## config.mk

```make
export PLATFORM = sky130hd
export DESIGN_NAME = pong_match_ctrl
export DESIGN_NICKNAME = d
export VERILOG_FILES = /design/src/rtl/pong_pkg.sv /design/src/rtl/pong_countdown.sv /design/src/rtl/pong_match_ctrl.sv
export SDC_FILE = /design/constraint.sdc
export NUM_CORES = 1
export LEC_CHECK = 0
export CAP_MARGIN = 0
export CORE_MARGIN = 4
export CORE_UTILIZATION = 45
export CTS_CLUSTER_DIAMETER = 120
export CTS_CLUSTER_SIZE = 40
export DETAILED_ROUTE_END_ITERATION = 8
export GPL_TIMING_DRIVEN = 0
export PLACE_DENSITY = 0.68
export SYNTH_ARGS = -nofsm -noshare
export SYNTH_HDL_FRONTEND = slang
export SYNTH_SLANG_ARGS = --single-unit
```

## constraint.sdc

```tcl
create_clock -name clk -period 3.3 [get_ports clk]
set_clock_uncertainty 0.2 [all_clocks]
set_input_delay 0.495 -clock clk [delete_from_list [all_inputs] [get_ports clk]]
set_output_delay 0.495 -clock clk [all_outputs]
set_load 0.02 [all_outputs]
```

## src/rtl/pong_pkg.sv

```systemverilog
// Shared state encoding and mode constants for the Pong match controller.
package pong_pkg;

    typedef enum logic [2:0] {
        StIdle      = 3'd0,
        StServeWait = 3'd1,
        StPlay      = 3'd2,
        StPaused    = 3'd3,
        StOver      = 3'd4
    } pong_state_e;

    localparam logic MODE_TIMED    = 1'b0;
    localparam logic MODE_FIRST_TO = 1'b1;

endpackage

```

## src/rtl/pong_countdown.sv

```systemverilog
// Loadable down-counter that holds at zero; load wins over enable.
module pong_countdown #(
    parameter int unsigned         Width    = 8,
    parameter logic [Width-1:0]    ResetVal = '0
) (
    input  logic             clk,
    input  logic             rst,
    input  logic             load_i,
    input  logic [Width-1:0] load_val_i,
    input  logic             en_i,
    output logic [Width-1:0] cnt_o,
    output logic             zero_o
);

    logic [Width-1:0] cnt_d, cnt_q;

    always_comb begin
        cnt_d = cnt_q;
        if (load_i) begin
            cnt_d = load_val_i;
        end else if (en_i && (cnt_q != '0)) begin
            cnt_d = cnt_q - Width'(1);
        end
    end

    always_ff @(posedge clk or negedge rst) begin
        if (!rst) begin
            cnt_q <= ResetVal;
        end else begin
            cnt_q <= cnt_d;
        end
    end

    assign cnt_o  = cnt_q;
    assign zero_o = (cnt_q == '0);

endmodule

```

## src/rtl/pong_match_ctrl.sv

```systemverilog
// Pong match FSM: serve delay, play, pause, scoring, timed / first-to match end and
// winner resolution for NUM_PLAYERS players.
module pong_match_ctrl
    import pong_pkg::*;
#(
    parameter int unsigned NUM_PLAYERS   = 2,
    parameter int unsigned SCORE_W       = 4,
    parameter int unsigned WIN_SCORE     = 7,
    parameter int unsigned SERVE_CYCLES  = 200,
    parameter int unsigned MATCH_SECONDS = 180,
    parameter int unsigned TIME_W        = 8,
    parameter int unsigned OVER_CYCLES   = 200
) (
    input  logic                           clk,
    input  logic                           rst,
    input  logic                           start,
    input  logic                           pause,
    input  logic                           mode,
    input  logic                           sec_tick,
    input  logic [NUM_PLAYERS-1:0]         miss,
    output logic                           stop,
    output logic                           serve,
    output logic [1:0]                     serve_to,
    output logic [NUM_PLAYERS*SCORE_W-1:0] scores,
    output logic [TIME_W-1:0]              time_left,
    output logic [2:0]                     state,
    output logic [1:0]                     winner,
    output logic                           winner_valid,
    output logic                           tie
);

    localparam int unsigned        ServeW   = $clog2(SERVE_CYCLES + 1);
    localparam int unsigned        OverW    = $clog2(OVER_CYCLES + 1);
    localparam int unsigned        ScoresW  = NUM_PLAYERS * SCORE_W;
    localparam logic [SCORE_W-1:0] ScoreMax = '1;
    localparam logic [SCORE_W-1:0] WinScore = SCORE_W'(WIN_SCORE);

    pong_state_e        state_d, state_q;
    logic [1:0]         start_d, start_q;
    logic               mode_d, mode_q;
    logic [ScoresW-1:0] scores_d, scores_q;
    logic [1:0]         serve_to_d, serve_to_q;
    logic [1:0]         winner_d, winner_q;
    logic               winner_valid_d, winner_valid_q;
    logic               tie_d, tie_q;
    logic               stop_d, stop_q;
    logic               serve_d, serve_q;

    logic               start_edge, match_end, time_en;
    logic               serve_load, over_load, time_load;
    logic               serve_zero, over_zero, time_zero;
    logic [ServeW-1:0]  serve_cnt_unused;
    logic [OverW-1:0]   over_cnt_unused;
    logic [TIME_W-1:0]  time_cnt;
    logic [ScoresW-1:0] scores_upd;
    logic [SCORE_W-1:0] max_score;
    logic [1:0]         best_idx, miss_lo;
    logic [2:0]         n_at_max;
    logic               any_win;

    // Two-stage start history: the edge is acted on one cycle after it is seen.
    assign start_d    = {start_q[0], start};
    assign start_edge = start_q[0] & ~start_q[1];
    assign time_en    = (state_q == StPlay) && (mode_q == MODE_TIMED) && sec_tick;

    pong_countdown #(.Width(ServeW), .ResetVal('0)) u_serve_cnt (
        .clk       (clk),
        .rst       (rst),
        .load_i    (serve_load),
        .load_val_i(ServeW'(SERVE_CYCLES - 1)),
        .en_i      (state_q == StServeWait),
        .cnt_o     (serve_cnt_unused),
        .zero_o    (serve_zero)
    );

    pong_countdown #(.Width(TIME_W), .ResetVal(TIME_W'(MATCH_SECONDS))) u_time_cnt (
        .clk       (clk),
        .rst       (rst),
        .load_i    (time_load),
        .load_val_i(TIME_W'(MATCH_SECONDS)),
        .en_i      (time_en),
        .cnt_o     (time_cnt),
        .zero_o    (time_zero)
    );

    pong_countdown #(.Width(OverW), .ResetVal('0)) u_over_cnt (
        .clk       (clk),
        .rst       (rst),
        .load_i    (over_load),
        .load_val_i(OverW'(OVER_CYCLES - 1)),
        .en_i      (state_q == StOver),
        .cnt_o     (over_cnt_unused),
        .zero_o    (over_zero)
    );

    // Point rule: every player that did not miss gains a saturating point.
    always_comb begin
        scores_upd = scores_q;
        miss_lo    = '0;
        for (int i = 0; i < NUM_PLAYERS; i++) begin
            if ((|miss) && !miss[i] && (scores_q[i*SCORE_W +: SCORE_W] != ScoreMax)) begin
                scores_upd[i*SCORE_W +: SCORE_W] = scores_q[i*SCORE_W +: SCORE_W] + SCORE_W'(1);
            end
        end
        for (int i = NUM_PLAYERS - 1; i >= 0; i--) begin
            if (miss[i]) begin
                miss_lo = 2'(i);
            end
        end
    end

    // Max-scan over the post-update scores, captured on entry to OVER.
    always_comb begin
        max_score = '0;
        best_idx  = '0;
        n_at_max  = '0;
        any_win   = 1'b0;
        for (int i = 0; i < NUM_PLAYERS; i++) begin
            if (scores_upd[i*SCORE_W +: SCORE_W] > max_score) begin
                max_score = scores_upd[i*SCORE_W +: SCORE_W];
                best_idx  = 2'(i);
            end
            if (scores_upd[i*SCORE_W +: SCORE_W] >= WinScore) begin
                any_win = 1'b1;
            end
        end
        for (int i = 0; i < NUM_PLAYERS; i++) begin
            if (scores_upd[i*SCORE_W +: SCORE_W] == max_score) begin
                n_at_max = n_at_max + 3'd1;
            end
        end
    end

    assign match_end = (mode_q == MODE_FIRST_TO) ? any_win
                     : (time_zero || (sec_tick && (time_cnt == TIME_W'(1))));

    always_comb begin
        state_d        = state_q;
        mode_d         = mode_q;
        scores_d       = scores_q;
        serve_to_d     = serve_to_q;
        winner_d       = winner_q;
        winner_valid_d = winner_valid_q;
        tie_d          = tie_q;
        serve_load     = 1'b0;
        over_load      = 1'b0;
        time_load      = 1'b0;
        unique case (state_q)
            StIdle: begin
                if (start_edge) begin
                    scores_d       = '0;
                    mode_d         = mode;
                    winner_valid_d = 1'b0;
                    tie_d          = 1'b0;
                    serve_to_d     = '0;
                    time_load      = 1'b1;
                    serve_load     = 1'b1;
                    state_d        = StServeWait;
                end
            end
            StServeWait: begin
                if (serve_zero) begin
                    state_d = StPlay;
                end
            end
            StPlay: begin
                scores_d = scores_upd;
                if (|miss) begin
                    serve_to_d = miss_lo;
                end
                // A miss in the same cycle as a pause is scored; the pause waits for PLAY.
                if (match_end) begin
                    state_d        = StOver;
                    over_load      = 1'b1;
                    winner_d       = best_idx;
                    tie_d          = (n_at_max > 3'd1);
                    winner_valid_d = 1'b1;
                end else if (|miss) begin
                    state_d    = StServeWait;
                    serve_load = 1'b1;
                end else if (pause) begin
                    state_d = StPaused;
                end
            end
            StPaused: begin
                if (!pause) begin
                    state_d = StPlay;
                end
            end
            StOver: begin
                if (over_zero) begin
                    state_d = StIdle;
                end
            end
            default: state_d = StIdle;
        endcase
        stop_d  = (state_d != StPlay);
        serve_d = (state_q == StServeWait) && serve_zero;
    end

    always_ff @(posedge clk or negedge rst) begin
        if (!rst) begin
            state_q        <= StIdle;
            start_q        <= '0;
            mode_q         <= MODE_TIMED;
            scores_q       <= '0;
            serve_to_q     <= '0;
            winner_q       <= '0;
            winner_valid_q <= 1'b0;
            tie_q          <= 1'b0;
            stop_q         <= 1'b1;
            serve_q        <= 1'b0;
        end else begin
            state_q        <= state_d;
            start_q        <= start_d;
            mode_q         <= mode_d;
            scores_q       <= scores_d;
            serve_to_q     <= serve_to_d;
            winner_q       <= winner_d;
            winner_valid_q <= winner_valid_d;
            tie_q          <= tie_d;
            stop_q         <= stop_d;
            serve_q        <= serve_d;
        end
    end

    assign stop         = stop_q;
    assign serve        = serve_q;
    assign serve_to     = serve_to_q;
    assign scores       = scores_q;
    assign time_left    = time_cnt;
    assign state        = state_q;
    assign winner       = winner_q;
    assign winner_valid = winner_valid_q;
    assign tie          = tie_q;

endmodule

```

Yosys cells after proc, flatten, opt, wreduce, memory -nomap -nowiden
Cells that the tools add are included. W data, S select, Z words.

Register bits after elaboration: 46. Output and inout bits: 27. Word-level logic and storage cells: 114. Input bits: 8.

Add/sub/neg operators: 6. Equal/unequal tests: 13. Order comparisons: 5. Reductions and logical operators: 31. Bitwise logic cells: 3. Multiplexer cells: 43.

Operator list (count): $mux W8 (7); $logic_not A8 Y1 (3); $mux W3 (8); $reduce_bool A8 Y1 (3); $sub A8 B1 Y8 const B (3); $mux W4 (4); $pmux W8 S2 (1); $mux W1 (15); $pmux W3 S5 (1); $logic_and A1 B1 Y1 (11); $add A4 B1 Y4 const B (2); $eq A4 B4 Y1 (2); $eq A8 B1 Y1 const B (1); $ge A4 B3 Y1 const B (2); $ne A4 B4 Y1 const B (2); $reduce_bool A2 Y1 (4); $eq A3 B2 Y1 const B (2); $mux W2 (3); $pmux W1 S2 (3); $reduce_and A2 Y1 (3); $reduce_and A3 Y1 (2); $gt A4 B1 Y1 const B (1); $gt A4 B4 Y1 (1); $ne A2 B2 Y1 const B (2); other kinds (13) (15).

Depth between registers and ports, before layout
Depth in word-level cells: 15. Depth in mapped cells: 12.

Modules after synthesis
From an unflattened synthesis, not the netlist that was laid out.

Cell total of the unflattened synthesis: 322. Area total of the unflattened synthesis: 2910.3 µm².

By module, submodules not included: pong_match_ctrl (times used 1, cells each 148, area an instance 1321.3 µm²); pong_countdown (u_over_cnt ...) (times used 2, cells each 58, area an instance 528.0 µm²); pong_countdown (u_time_cnt) (times used 1, cells each 58, area an instance 533.0 µm²).

Worst setup path after synthesis
Ideal clock, no wire load.

Kind: register to register. Start point: register scores_q[5], in the netlist scores[5]. End point: register winner_q[0], in the netlist winner[0]. Stages on the path, launching flop included: 13. Clock period less this slack: 2.687 ns. Path buffers: 0. Arrival: 2.362 ns. Slack: 0.613 ns. Data required time: 2.975 ns. Cell sequence: dfrtp_1 -> ha_1 -> nand3_1 -> nand2_1 -> mux2i_1 -> inv_1 -> ha_1 -> nor2b_1 -> o21ai_0 -> nand2b_1 -> a21oi_1 -> a41oi_1 -> mux2_4.

Word-level cells in the longest chain between the ends: 7.

Ends and longest elaborated chain: start, declared (line pong_match_ctrl.sv:41) `logic [ScoresW-1:0] scores_d, scores_q;`; start signal, assigned (line pong_match_ctrl.sv:217) `scores_q <= scores_d;`; parallel branches: the longest is 2 deep, another holds $add A4 B1 Y4; $mux W4 * (line pong_match_ctrl.sv:101) `if ((|miss) && !miss[i] && (scores_q[i*SCORE_W +: SCORE_W] != ScoreMax)) begin`; $ge A4 B3 Y1 (line pong_match_ctrl.sv:123) `if (scores_upd[i*SCORE_W +: SCORE_W] >= WinScore) begin`; $mux W1 (line pong_match_ctrl.sv:123); $mux W1 (line pong_match_ctrl.sv:134) `assign match_end = (mode_q == MODE_FIRST_TO) ? any_win`; $reduce_and A2 Y1 (no source line); end signal, assigned (line pong_match_ctrl.sv:219) `winner_q <= winner_d;`; end, declared (line pong_match_ctrl.sv:43) `logic [1:0] winner_d, winner_q;`.

Mark *: on every way between the ends. A chain may end at the register's enable or synchronous reset.

Final worst setup path
Start point: input port miss[1]. End point: register winner_q[0], in the netlist winner[0].

Word-level cells in the longest chain between the ends: 9.

Ends and longest elaborated chain: start, declared (line pong_match_ctrl.sv:20) `input logic [NUM_PLAYERS-1:0] miss,`; parallel branches: the longest is 9 deep, another holds $gt A4 B1 Y1.

Several ways; the timed one is not identified.

==> results.tsv <==
metric	value	unit
status	complete, no violations	
Initial Utilization	46.4	%
Max Fclk	322	MHz
first-pass GRT wire length	9740	um
Design Area, Final	0.00309	mm2
Hold Vio Cnt, Final	0	
# hold bufs at CTS	1	
Hold EP	start_q[1]	
worst hold start	start_q[0]	
Site Rows	27	
Tcrit/Tclk final	94.2	%
CP Capture Type	flip-flop	
worst reg2reg path endpoint	winner[0]	
CP startpoint kind	input port	
layout cells sized above 1	10.1	%
Crit Path Max Fanout	8	
# fillers	516	
Ports	35	
cts repair resizes	0	
Worst Hold Class	flip-flop to flip-flop	
final setup vio count	0	
Async S/R FF share, synth	100	%
DRC	0	
Routed Antenna Nets	0	
height of the chip	83.6	um
Worst Max-Slew Pin Slew	0.719	ns
R2R Path Start	scores[5]	
post-synthesis instance area	0.00257	mm2
Area Overhead vs Synth	20.2	%
vias in the first global route	2040	
first drt pass iteration count	4	
Post-synth top flop	dfrtp_1	
vias per std cell	5.37	
Clk pin slew, worst setup/hold paths	0.08	ns
final WL	5490	um
Die X-Extent	83.6	um
number of synthesized register bits	44	
Port Buf Inserts	32	
number of buffers created by CTS	5	
Post-synth EDFFs	0	
Hold Path Stages	0	
worst-skew pair later-pin latency	0.30	ns
FF-to-FF setup slack	0.48	ns
Setup CP Type	input port to flip-flop	
# diodes	0	
core area	0.00554	mm2
Clock Sink Count	44	
DP HPWL	4000	um
Final min period	3.11	ns
largest net degree at the start of global routing	29	
Seq/Total Area, Yosys	43.0	%
TritonCTS clock tree	built	
first-iteration detailed-routing DRC count	100	
worst-case clock buffer depth	2	
RSZ-0062 raised after global routing	false	
DP Area	0.00300	mm2
cells on worst reg2reg path	12	
CP required	3.29	ns
Data arrival, critical path	3.10	ns
via count	2042	
RePlAce Congestion	0.757	
pwr dens	580	mW/mm2
Slew HR	51.6	%
syn avg cell area	9.71	um2
initial antenna violation count	0	
Lkg Pwr	1.27	nW
postcts setup bufs	0	
total track usage	16.7	%
total grt overflow	0	
Final TNS setup	0	ns
Netlist cell types	54	
Max Cap Violations	0	
yosys warns	0	
VDD IR max	400	uV
max-slew violation count	0	
Root Driver	clkbuf_8	
nets@finish	327	
Die Footprint	0.00699	mm2
Post-Syn Instances	265	
H-tree levels	2	
wire per inst	14.5	um
==> power breakdown <==
group / internal, mW / switching, mW
Sequential: 0.650 / 0.116
Combinational: 0.317 / 0.383
Clock: 0.149 / 0.179
==> cell usage in the layout, fill, tap and decap left out, drive strengths merged, types with 2 or more instances in the layout <==
| cell | instances |
|---|---|
| nor3 | 12 |
| and2b | 2 |
| and2 | 2 |
| dfstp | 5 |
| o31ai | 2 |
| a2111oi | 2 |
| nor4 | 5 |
| clkbuf | 11 |
| dfrtp | 39 |
| conb | 2 |
| xnor2 | 13 |
| xor2 | 13 |
| nand2 | 34 |
| nor2 | 15 |
| inv | 13 |
| or4 | 4 |
| o21a | 2 |
| nand4 | 2 |
| mux2i | 4 |
| mux2 | 2 |
| o21ai | 13 |
| nand3 | 11 |
| a21o | 2 |
| clkdlybuf4s50 | 31 |
| o22ai | 2 |
| and3 | 6 |
| nor4b | 3 |
| buf | 5 |
| or2 | 3 |
| ha | 12 |
| nand3b | 3 |
| nand2b | 9 |
| a21oi | 7 |
==> layer usage <==
| metal | part of all wire, % | global-route usage, % | up-vias |
|---|---|---|---|
| li1 | - | - | 1013 |
| met5 | 0 | 0 | - |
| met4 | 0.40 | 3.95 | 0 |
| met2 | 48 | 27.2 | 37 |
| met3 | 3.5 | 4.24 | 2 |
| met1 | 48 | 22.4 | 990 |
==> stage by stage <==
step / hold WS (ns) / utilization [%] / total power, mW / instances / worst slack (ns)
3_5_place_dp: 0.190 / 54.2 / 1.48 / 371 / -0.116
4_1_cts: 0.194 / 55.8 / 1.82 / 380 / 0.198
2_1_floorplan: -0.000591 / - / 1.25 / 266 / 0.613
6_report: 0.193 / 55.8 / 1.79 / 380 / 0.191
5_1_grt: 0.222 / 55.8 / 1.94 / 380 / 0.0389
3_3_place_gp: 0.174 / 53.9 / 1.46 / 370 / -0.0870
==> worst max-delay path by stage <==
stage,start,slack [ns],cells past startpoint,endpoint
final,miss[1],0.19,12,winner[0]
after detailed placement,miss[1],-0.12,12,winner[0]
after CTS,miss[1],0.20,12,winner[0]
after global placement,miss[1],-0.09,12,winner[0]
after floorplan,scores[5],0.61,12,winner[0]
after global routing,miss[1],0.04,12,winner[0]
==> layout make-up <==
cell class	instances	area, um2	area share, %
Sequential cell	44	1110	35.8
Inverter	13	48.8	1.58
Timing Repair Buffer	34	345	11.2
Tap cell	72	90.1	2.91
Clock buffer	7	76.3	2.47
Multi-Input combinational cell	202	1390	44.8
Buffer	7	35.0	1.13
Clock inverter	1	5.00	0.162
==> synthesized netlist by cell type, types with 5 or more instances <==
library cell  count  area share (%)
dfrtp_1          39              38
nand2_1          34             5.0
nor2_1           15             2.2
inv_1            13             1.9
xnor2_1          13             4.4
xor2_1           13             4.4
ha_1             12             5.8
nand3_1          11             2.1
o21ai_0          11             2.1
nand2b_1          9             2.2
nor3_1            9             1.8
a21oi_1           7             1.4
and3_1            6             1.5
dfstp_2           5             5.1
nor4_1            5             1.2
==> flip-flops by register name (all words and copies together), names as in the netlist, 2 cells and up <==
register	count
start_q	2
u_over_cnt.cnt_o	8
u_serve_cnt.cnt_o	8
state	3
scores	8
u_time_cnt.cnt_o	8
==> logic make-up after synthesis <==
group                      after synthesis  synth area share, %
xor gates and xnor gates                26                 8.85
other                                    1                0.146
buffers and inverters                   20                 3.26
adders and majority gates               12                 5.84
AOI/OAI and AO/OA                       40                 11.8
and+or+nand+nor                        116                 24.2
DFF                                     44                 43.0
muxes                                    6                 2.87
==> critical path: stages <==
cell	delay, ns
clkdlybuf4s50_1	0.63
and2b_1	0.26
nand2_1	0.16
mux2i_1	0.33
inv_1	0.08
ha_1	0.29
nor2b_1	0.13
o21ai_0	0.16
nand2b_1	0.07
a21oi_1	0.14
a41oi_1	0.07
mux2_4	0.28
(Power assumes the default switching activity.)
